**config.mk**
```make
export PLATFORM = sky130hd
export DESIGN_NAME = breakout_game_ctrl
export DESIGN_NICKNAME = d
export VERILOG_FILES = /design/src/rtl/breakout_pkg.sv /design/src/rtl/breakout_game_ctrl_button_sync_edge.sv /design/src/rtl/breakout_game_ctrl.sv
export SDC_FILE = /design/constraint.sdc
export NUM_CORES = 1
export LEC_CHECK = 0
export CELL_PAD_IN_SITES_DETAIL_PLACEMENT = 0
export CELL_PAD_IN_SITES_GLOBAL_PLACEMENT = 2
export CORE_UTILIZATION = 24
export CTS_CLUSTER_DIAMETER = 120
export DETAILED_ROUTE_END_ITERATION = 8
export PLACE_DENSITY = 0.67
export SYNTH_ARGS = -nofsm -noshare
export SYNTH_HDL_FRONTEND = slang
export SYNTH_SLANG_ARGS = --single-unit
```
**constraint.sdc**
```tcl
create_clock -name clock -period 5.9 [get_ports clock]
set_clock_uncertainty 0.05 [all_clocks]
set_input_delay 1.18 -clock clock [delete_from_list [all_inputs] [get_ports clock]]
set_output_delay 1.18 -clock clock [all_outputs]
set_load 0.02 [all_outputs]
```
**src/rtl/breakout_pkg.sv**
```systemverilog
`default_nettype none
// ============================================================================
// Module   : breakout_pkg
// Brief    : Shared constants for the Breakout game controller.
// Revision : 1.0
// ============================================================================
package breakout_pkg;

    localparam logic [2:0] ST_IDLE  = 3'd0;
    localparam logic [2:0] ST_SERVE = 3'd1;
    localparam logic [2:0] ST_PLAY  = 3'd2;
    localparam logic [2:0] ST_OVER  = 3'd3;
    localparam logic [2:0] ST_WON   = 3'd4;

    localparam int NUM_BRICKS      = 5;
    localparam int FRAME_Y_DEFAULT = 481;

endpackage
`default_nettype wire

```
**src/rtl/breakout_game_ctrl_button_sync_edge.sv**
```systemverilog
`default_nettype none
// ============================================================================
// Module   : button_sync_edge
// Brief    : Two-flop synchronizer followed by a registered rising-edge pulse.
// Revision : 1.0
// ============================================================================
module button_sync_edge (
    input  logic clock,
    input  logic reset_n,
    input  logic btn_i,
    output logic pulse_o
);

    logic meta_q;
    logic sync_q;
    logic prev_q;
    logic pulse_q;

    always_ff @(posedge clock or negedge reset_n) begin
        if (!reset_n) begin
            meta_q  <= 1'b0;
            sync_q  <= 1'b0;
            prev_q  <= 1'b0;
            pulse_q <= 1'b0;
        end else begin
            meta_q  <= btn_i;
            sync_q  <= meta_q;
            prev_q  <= sync_q;
            pulse_q <= sync_q & ~prev_q;
        end
    end

    assign pulse_o = pulse_q;

endmodule
`default_nettype wire

```
**src/rtl/breakout_game_ctrl.sv**
```systemverilog
`default_nettype none
// ============================================================================
// Module   : breakout_game_ctrl
// Brief    : Game sequencing: bricks, lives, score, serve delay and game FSM.
// Revision : 1.0
// ============================================================================
module breakout_game_ctrl
    import breakout_pkg::*;
#(
    parameter int LIVES        = 3,
    parameter int SERVE_FRAMES = 60,
    parameter int FRAME_Y      = FRAME_Y_DEFAULT
) (
    input  logic                  clock,
    input  logic                  reset_n,
    input  logic [9:0]            pixelX,
    input  logic [9:0]            pixelY,
    input  logic                  btnStart,
    input  logic                  hitValid,
    input  logic [2:0]            hitIdx,
    input  logic                  ballMiss,
    output logic                  frameTick,
    output logic [NUM_BRICKS-1:0] brickOn,
    output logic                  hitAck,
    output logic                  ballServe,
    output logic                  ballEnable,
    output logic [2:0]            gameState,
    output logic [1:0]            lives,
    output logic [7:0]            score
);

    logic                  start_pulse;
    logic                  frame_cmp;
    logic                  frame_cmp_q;
    logic                  frame_tick_q;

    logic [2:0]            state_q,     state_d;
    logic [NUM_BRICKS-1:0] brick_q,     brick_d;
    logic [1:0]            lives_q,     lives_d;
    logic [7:0]            score_q,     score_d;
    logic [7:0]            serve_cnt_q, serve_cnt_d;
    logic                  hit_ack_q;
    logic                  serve_q;
    logic                  enable_q;

    logic                  hit_in_range;
    logic [NUM_BRICKS-1:0] hit_mask;
    logic                  hit_ok;
    logic                  hit_wins;

    button_sync_edge u_start_sync (
        .clock   (clock),
        .reset_n (reset_n),
        .btn_i   (btnStart),
        .pulse_o (start_pulse)
    );

    // Edge of the compare, so a pixel held for several clocks ticks once.
    assign frame_cmp = (pixelY == 10'(FRAME_Y)) && (pixelX == 10'd0);

    always_ff @(posedge clock or negedge reset_n) begin
        if (!reset_n) begin
            frame_cmp_q  <= 1'b0;
            frame_tick_q <= 1'b0;
        end else begin
            frame_cmp_q  <= frame_cmp;
            frame_tick_q <= frame_cmp & ~frame_cmp_q;
        end
    end

    // Out-of-range indices give an empty mask and are therefore never accepted.
    assign hit_in_range = (hitIdx < 3'(NUM_BRICKS));
    assign hit_mask     = hit_in_range ? ({{(NUM_BRICKS-1){1'b0}}, 1'b1} << hitIdx)
                                       : '0;
    assign hit_ok       = hitValid && (state_q == ST_PLAY) && ((brick_q & hit_mask) != '0);
    assign hit_wins     = hit_ok && ((brick_q & ~hit_mask) == '0);

    always_comb begin
        state_d     = state_q;
        brick_d     = brick_q;
        lives_d     = lives_q;
        score_d     = score_q;
        serve_cnt_d = serve_cnt_q;

        case (state_q)
            ST_IDLE: begin
                if (start_pulse) begin
                    state_d     = ST_SERVE;
                    serve_cnt_d = 8'(SERVE_FRAMES);
                end
            end

            ST_SERVE: begin
                if (frame_tick_q) begin
                    if (serve_cnt_q <= 8'd1) begin
                        serve_cnt_d = 8'd0;
                        state_d     = ST_PLAY;
                    end else begin
                        serve_cnt_d = serve_cnt_q - 8'd1;
                    end
                end
            end

            ST_PLAY: begin
                if (hit_ok) begin
                    brick_d = brick_q & ~hit_mask;
                    score_d = (score_q == 8'hFF) ? score_q : score_q + 8'd1;
                end
                // A winning hit takes priority and swallows a same-cycle miss.
                if (hit_wins) begin
                    state_d = ST_WON;
                end else if (ballMiss) begin
                    if (lives_q > 2'd1) begin
                        lives_d     = lives_q - 2'd1;
                        state_d     = ST_SERVE;
                        serve_cnt_d = 8'(SERVE_FRAMES);
                    end else begin
                        lives_d = 2'd0;
                        state_d = ST_OVER;
                    end
                end
            end

            ST_OVER, ST_WON: begin
                if (start_pulse) begin
                    state_d = ST_IDLE;
                    brick_d = '1;
                    lives_d = 2'(LIVES);
                    score_d = 8'd0;
                end
            end

            default: begin
                state_d = ST_IDLE;
            end
        endcase
    end

    always_ff @(posedge clock or negedge reset_n) begin
        if (!reset_n) begin
            state_q     <= ST_IDLE;
            brick_q     <= '1;
            lives_q     <= 2'(LIVES);
            score_q     <= 8'd0;
            serve_cnt_q <= 8'd0;
            hit_ack_q   <= 1'b0;
            serve_q     <= 1'b0;
            enable_q    <= 1'b0;
        end else begin
            state_q     <= state_d;
            brick_q     <= brick_d;
            lives_q     <= lives_d;
            score_q     <= score_d;
            serve_cnt_q <= serve_cnt_d;
            hit_ack_q   <= hit_ok;
            serve_q     <= (state_d == ST_SERVE) && (state_q != ST_SERVE);
            enable_q    <= (state_d == ST_PLAY);
        end
    end

    assign frameTick  = frame_tick_q;
    assign brickOn    = brick_q;
    assign hitAck     = hit_ack_q;
    assign ballServe  = serve_q;
    assign ballEnable = enable_q;
    assign gameState  = state_q;
    assign lives      = lives_q;
    assign score      = score_q;

endmodule
`default_nettype wire

```
# Word-level counts from Yosys, hierarchy flattened
# Cells that the tools add are included.
# op_classes
n_bitwise,7
order_cmp,3
n_mux,28
reduce_logical,16
shifts,1
addsub,3
eq_ne,17
# ops
operator,n
$mux 8,9
$pmux 8 s3,1
$mux 3,6
$pmux 8 s2,1
$mux 5,3
$pmux 3 s4,1
$and 5x5->5,2
$eq 10x9->1 const B,1
$logic_not 10->1,1
$mux 2,5
$ne 2x2->1 const B,5
$pmux 5 s2,1
$eq 3x2->1 const B,3
$add 8x1->8 const B,1
$eq 8x8->1 const B,1
$le 8x1->1 const B,1
$reduce_and 4->1,2
$sub 8x1->8 const B,1
$eq 3x1->1 const B,2
$ne 2x1->1 const B,3
$reduce_and 6->1,1
$logic_and 1x1->1,5
$logic_not 5->1,1
$not 5->5,1
15 further kinds,17
# totals
regBits,35
out_inout_bits,22
elab_cells,89

# Depth between registers and ports, before layout
# logic_depth
word_depth,10
depth_mapped,8

# By module
# A second synthesis with hierarchy kept.
# unflattened
cells_unflattened,206
hier_area_um2,1969.4
# by_module_without_submodules
module,area_each_um2,seq_area_each_um2,cells_per_inst,n_inst
breakout_game_ctrl,1855.5,784.5,201,1
button_sync_edge,113.9,100.1,5,1

# Worst setup path after synthesis
# OpenSTA, ideal clock, no wires.
# synth_path
kind,input -> register
from,in hitIdx[1]
to,reg serve_q (netlist: ballServe)
setup_time_ns,0.140
path_buffers,1
setup_slack_ns,3.032
arrival_ns,2.678
path_stages,6
path_cell_list,buf_6 -> or3b_4 -> or3_4 -> a221oi_4 -> o211ai_1 -> nor3b_1
# synth_via
elab_chain_len,10
# synth_rtl
item,line_no,rtl
"start, declared",breakout_game_ctrl.sv:20,"input logic [2:0] hitIdx,"
$lt 3x3->1 or $shl 1x3->5 (tied branches),"breakout_game_ctrl.sv:72, breakout_game_ctrl.sv:73",
$mux 5 *,breakout_game_ctrl.sv:73,"assign hit_mask = hit_in_range ? ({{(NUM_BRICKS-1){1'b0}}, 1'b1} << hitIdx)"
$and 5x5->5 or $not 5->5 (tied branches),"breakout_game_ctrl.sv:75, breakout_game_ctrl.sv:76",
$reduce_bool 5->1 or $and 5x5->5 (tied branches),"breakout_game_ctrl.sv:75, breakout_game_ctrl.sv:76",
$logic_and 1x1->1 or $logic_not 5->1 (tied branches),"breakout_game_ctrl.sv:75, breakout_game_ctrl.sv:76",
$logic_and 1x1->1 *,breakout_game_ctrl.sv:76,assign hit_wins = hit_ok && ((brick_q & ~hit_mask) == '0);
$mux 3 *,breakout_game_ctrl.sv:110,if (hit_wins) begin
$pmux 3 s4 *,breakout_game_ctrl.sv:85,case (state_q)
net state_d[0],breakout_game_ctrl.sv:37,"logic [2:0] state_q, state_d;"
$eq 3x1->1 *,breakout_game_ctrl.sv:156,serve_q <= (state_d == ST_SERVE) && (state_q != ST_SERVE);
$logic_and 1x1->1 *,breakout_game_ctrl.sv:156,
"end signal, assigned",breakout_game_ctrl.sv:156,
"end, declared",breakout_game_ctrl.sv:43,logic serve_q;
# The timed path passes the listed nets; every way through them passes the cells marked *.
# A chain may end at the register's enable or synchronous reset.

# Worst setup path in the final report
# layout_path
from,in hitIdx[1]
to,reg serve_cnt_q[1]
# layout_via
elab_chain_len,8
# layout_rtl
item,line_no,rtl
$lt 3x3->1 or $shl 1x3->5 (tied branches),"breakout_game_ctrl.sv:72, breakout_game_ctrl.sv:73",
$mux 5 *,breakout_game_ctrl.sv:73,
$and 5x5->5 or $not 5->5 (tied branches),"breakout_game_ctrl.sv:75, breakout_game_ctrl.sv:76",
$reduce_bool 5->1 or $and 5x5->5 (tied branches),"breakout_game_ctrl.sv:75, breakout_game_ctrl.sv:76",
$logic_and 1x1->1 or $logic_not 5->1 (tied branches),"breakout_game_ctrl.sv:75, breakout_game_ctrl.sv:76",
$logic_and 1x1->1 *,breakout_game_ctrl.sv:76,
$ne 2x2->1 (no line) *,n/a,
$reduce_and 6->1 (no line) *,n/a,
"end signal, assigned",breakout_game_ctrl.sv:154,serve_cnt_q <= serve_cnt_d;
"end, declared",breakout_game_ctrl.sv:41,"logic [7:0] serve_cnt_q, serve_cnt_d;"
# Every way passes the cells marked *; elsewhere a longest branch is shown, timed or not.

==> metrics.md <==
| Metric | Value |
|---|---|
| Startpoint class of the critical path | input pin |
| GRT Overall Usage | 0.125 |
| HP Start | u_start_sync.meta_q$_DFF_PN0_ |
| CTS resizes | 0 |
| Met2 Resource Use GR | 0.184 |
| Hold worst-path end | u_start_sync.sync_q$_DFF_PN0_ |
| Inst Count DP | 349 |
| Avg Cell Area, Syn | 10.1 µm² |
| Combinational Power Share | 0.203 |
| Reg-to-Reg Start | brickOn[2]$_DFFE_PN1P_ |
| Most Used Layer, Global Route | met2 |
| Most common flop cell mapped by yosys | dfrtp_1 |
| Fmax | 0.270 GHz |
| Drt wl/cell | 14.1 µm |
| CTS Buf Count | 5 |
| Synthesized flop and latch total | 35 |
| Fin crit period | 3.71 ns |
| Initial antenna violation count | 0 |
| Final Hold Viols | 0 |
| Vias in the first global route | 1698 |
| Clock sinks | 35 |
| RSZ-0062 raised after global routing | no |
| Post-synthesis cell area | 2030 µm² |
| Design area | 2730 µm² |
| Worst-margin pin slew | 0.941 ns |
| Clock buffer depth | 2 |
| Setup crit end kind | flop |
| Diode count | 0 |
| Min-Delay Path Class | flop to flop |
| Die area | 8830 µm² |
| Clock transition at path regs | 0.08 ns |
| Syn Nets | 232 |
| R2r setup slk | 3.48 ns |
| Critical path, cell by cell | clkdlybuf4s50_1 > mux2_1 > and2_1 > o311ai_4 > inv_2 > a21oi_2 > mux2_2 |
| Pre-antenna DRT Iters | 4 |
| Cell Area, Placed | 2620 µm² |
| Post-synthesis sequential area ratio | 0.436 |
| CTS tree | built |
| Crit path largest cell delay | 0.71 ns |
| Final setup vio count | 0 |
| Synth async-reset ratio | 1.00 |
| Switch share | 0.280 |
| Largest net degree at the start of global routing | 36 |
| Routed vias | 1750 |
| Gr ovfl total | 0 |
| First-pass GRT wire length | 8580 µm |
| Outcome | completed |
| P_sw | 177 µW |
| Yosys Warn Count | 0 |
| Via/cell ratio | 4.90 |
| Met3 Track Usage GR | 0.0316 |
| Chip width | 94.0 µm |
| Worst skew pair latency | 0.29 ns |
| Largest cells by area after synthesis | dfrtp_1, dfstp_2, nand3_1 |
| Proportion of layout cells with a drive suffix above 1 | 0.135 |
| H-tree depth | 2 |
| Final Wtd Congestion | 0.765 |
| Slew Viols, Final | 0 |
| Worst hold path cell count | 0 |
| Area growth, synth to finish | 34.7% |
| # hold bufs at CTS | 0 |
| Initial core utilization | 0.247 |
| Clk pwr share | 0.345 |
| Yosys top cell by area | dfrtp_1 |
| Count of different cell masters after synthesis | 57 |
| Final #Nets | 282 |
| Most frequent cells in the layout | clkdlybuf4s50_1, dfrtp_1, nand2_1, nand3_1, nor2_1 |
| # IOs | 50 |
| Post-route DRC violation count | 0 |
| Worst EP arrival | 3.84 ns |
| Worst-case reg-to-reg path depth | 6 |
| FP Rows | 33 |
| Pwr per Cell Area | 231 nW/µm² |
| Number of enable flip-flop cells after synthesis | 0 |
| Worst path slowest cell | clkdlybuf4s50_1 |
| # port buffers | 49 |
| Reg2Reg Capture Point | serve_cnt_q[1]$_DFFE_PN0P_ |
| Post-Route WL | 5030 µm |
| Drt first-iter violations | 51 |
| Final HPWL DP | 3730 µm |
| Slew headroom | 0.368 |
| Die Y | 94.0 µm |
| MaxCap Viol Count | 0 |
| Setup TNS | 0 ns |
| Peak VDD IR | 92.7 µV |
| Commonest non-fill, non-tap cell in the layout | clkdlybuf4s50_1 |
| # Post-CTS Setup Buffers | 0 |
| Final Power | 630 µW |
| CP Max Fanout | 15 |
| Synthesized instance count | 201 |
| Period Utilization, post-route | 0.629 |
| Pleak | 0.00104 µW |
| Cell Int Power | 454 µW |
| Final ANT Viol Nets | 0 |
| WS Path Type | input pin to flop |
| Worst Path Required | 6.03 ns |
| Global routing met1 resource utilization | 0.176 |
| Top cell type's share of synthesized area | 0.345 |
| Area of the core | 8220 µm² |
| Final Non-Filler Cells | 357 |
| Clock Root Buffer | clkbuf_8 |
| Reg power frac | 0.452 |
-- layout make-up --
class                   count  area [µm²]
flip-flops and latches     35         885
clock buffers               5        68.8
repair buffers             50         498
multi-input cells         151        1080
fillers                   870        5480
well taps                 105         131
inverters                   8        30.0
clock inverters             3        43.8
-- per-layer routing --
metal | vias up | share of wire
met2 | 45 | 0.43
met1 | 837 | 0.51
met4 | 0 | 0.013
li1 | 863 | -
met5 | - | 0
met3 | 5 | 0.048
-- per-stage QoR --
step	hold WS (ns)	utilization	worst slack (ns)
4_1_cts	0.308	0.333	2.20
2_1_floorplan	0.281	-	3.03
3_3_place_gp	0.285	0.319	1.98
5_1_grt	0.328	0.333	2.07
3_5_place_dp	0.290	0.319	1.91
6_report	0.305	0.333	2.19
-- flip-flops by register name, indices dropped and copies added, names as in the netlist --
| signal | cells |
|---|---|
| u_start_sync.meta_q | 1 |
| u_start_sync.pulse_o | 1 |
| ballEnable | 1 |
| serve_cnt_q | 8 |
| brickOn | 5 |
| gameState | 3 |
| frameTick | 1 |
| ballServe | 1 |
| u_start_sync.sync_q | 1 |
| score | 8 |
| frame_cmp_q | 1 |
| lives | 2 |
| u_start_sync.prev_q | 1 |
| hitAck | 1 |
-- logic make-up (layout without fill, tap and decap cells) --
| group | Yosys count | after routing | synth area share |
|---|---|---|---|
| and+or+nand+nor | 83 | 83 | 0.237 |
| AOI/OAI and AO/OA | 55 | 55 | 0.223 |
| adders and majority gates | 3 | 3 | 0.0185 |
| muxes | 10 | 10 | 0.0518 |
| buffers and inverters | 15 | 66 | 0.0333 |
| DFF | 35 | 35 | 0.436 |
-- worst max-delay path: cells and delay by family --
| kind | cells | cell delay, ns |
|---|---|---|
| compound gates | 2 | 0.78 |
| simple gates | 1 | 0.18 |
| buf+inv | 2 | 0.96 |
| mux | 2 | 0.73 |
-- synth_stat cells (all sizes together) (6+ instances only) --
library cell	n
a21oi	6
o211ai	7
mux2i	6
nor2	12
nor3	6
nor3b	6
nand2	15
nand3	13
dfrtp	28
dfstp	7
o21ai	8
inv	8
-- power groups by stage --
stage                     Sequential (µW)  Clock [µW]  Combinational, µW
after floorplan                       295           0               61.7
after global placement                290           0                129
after detailed placement              289           0                129
after CTS                             285         225                130
after global routing                  289         237                143
final                                 285         218                128
-- how the worst max path moves through the flow --
| stage | startpoint | endpoint | slack (ns) | cells past startpoint |
|---|---|---|---|---|
| 2_1_floorplan | hitIdx[1] | ballServe$_DFF_PN0_ | 3.03 | 6 |
| 3_3_place_gp | hitIdx[1] | serve_cnt_q[1]$_DFFE_PN0P_ | 1.98 | 7 |
| 3_5_place_dp | hitIdx[1] | serve_cnt_q[1]$_DFFE_PN0P_ | 1.91 | 7 |
| 4_1_cts | hitIdx[1] | serve_cnt_q[1]$_DFFE_PN0P_ | 2.20 | 7 |
| 5_1_grt | hitIdx[1] | serve_cnt_q[1]$_DFFE_PN0P_ | 2.07 | 7 |
| 6_report | hitIdx[1] | serve_cnt_q[1]$_DFFE_PN0P_ | 2.19 | 7 |
Note: power is estimated with default switching activity, not from simulation.
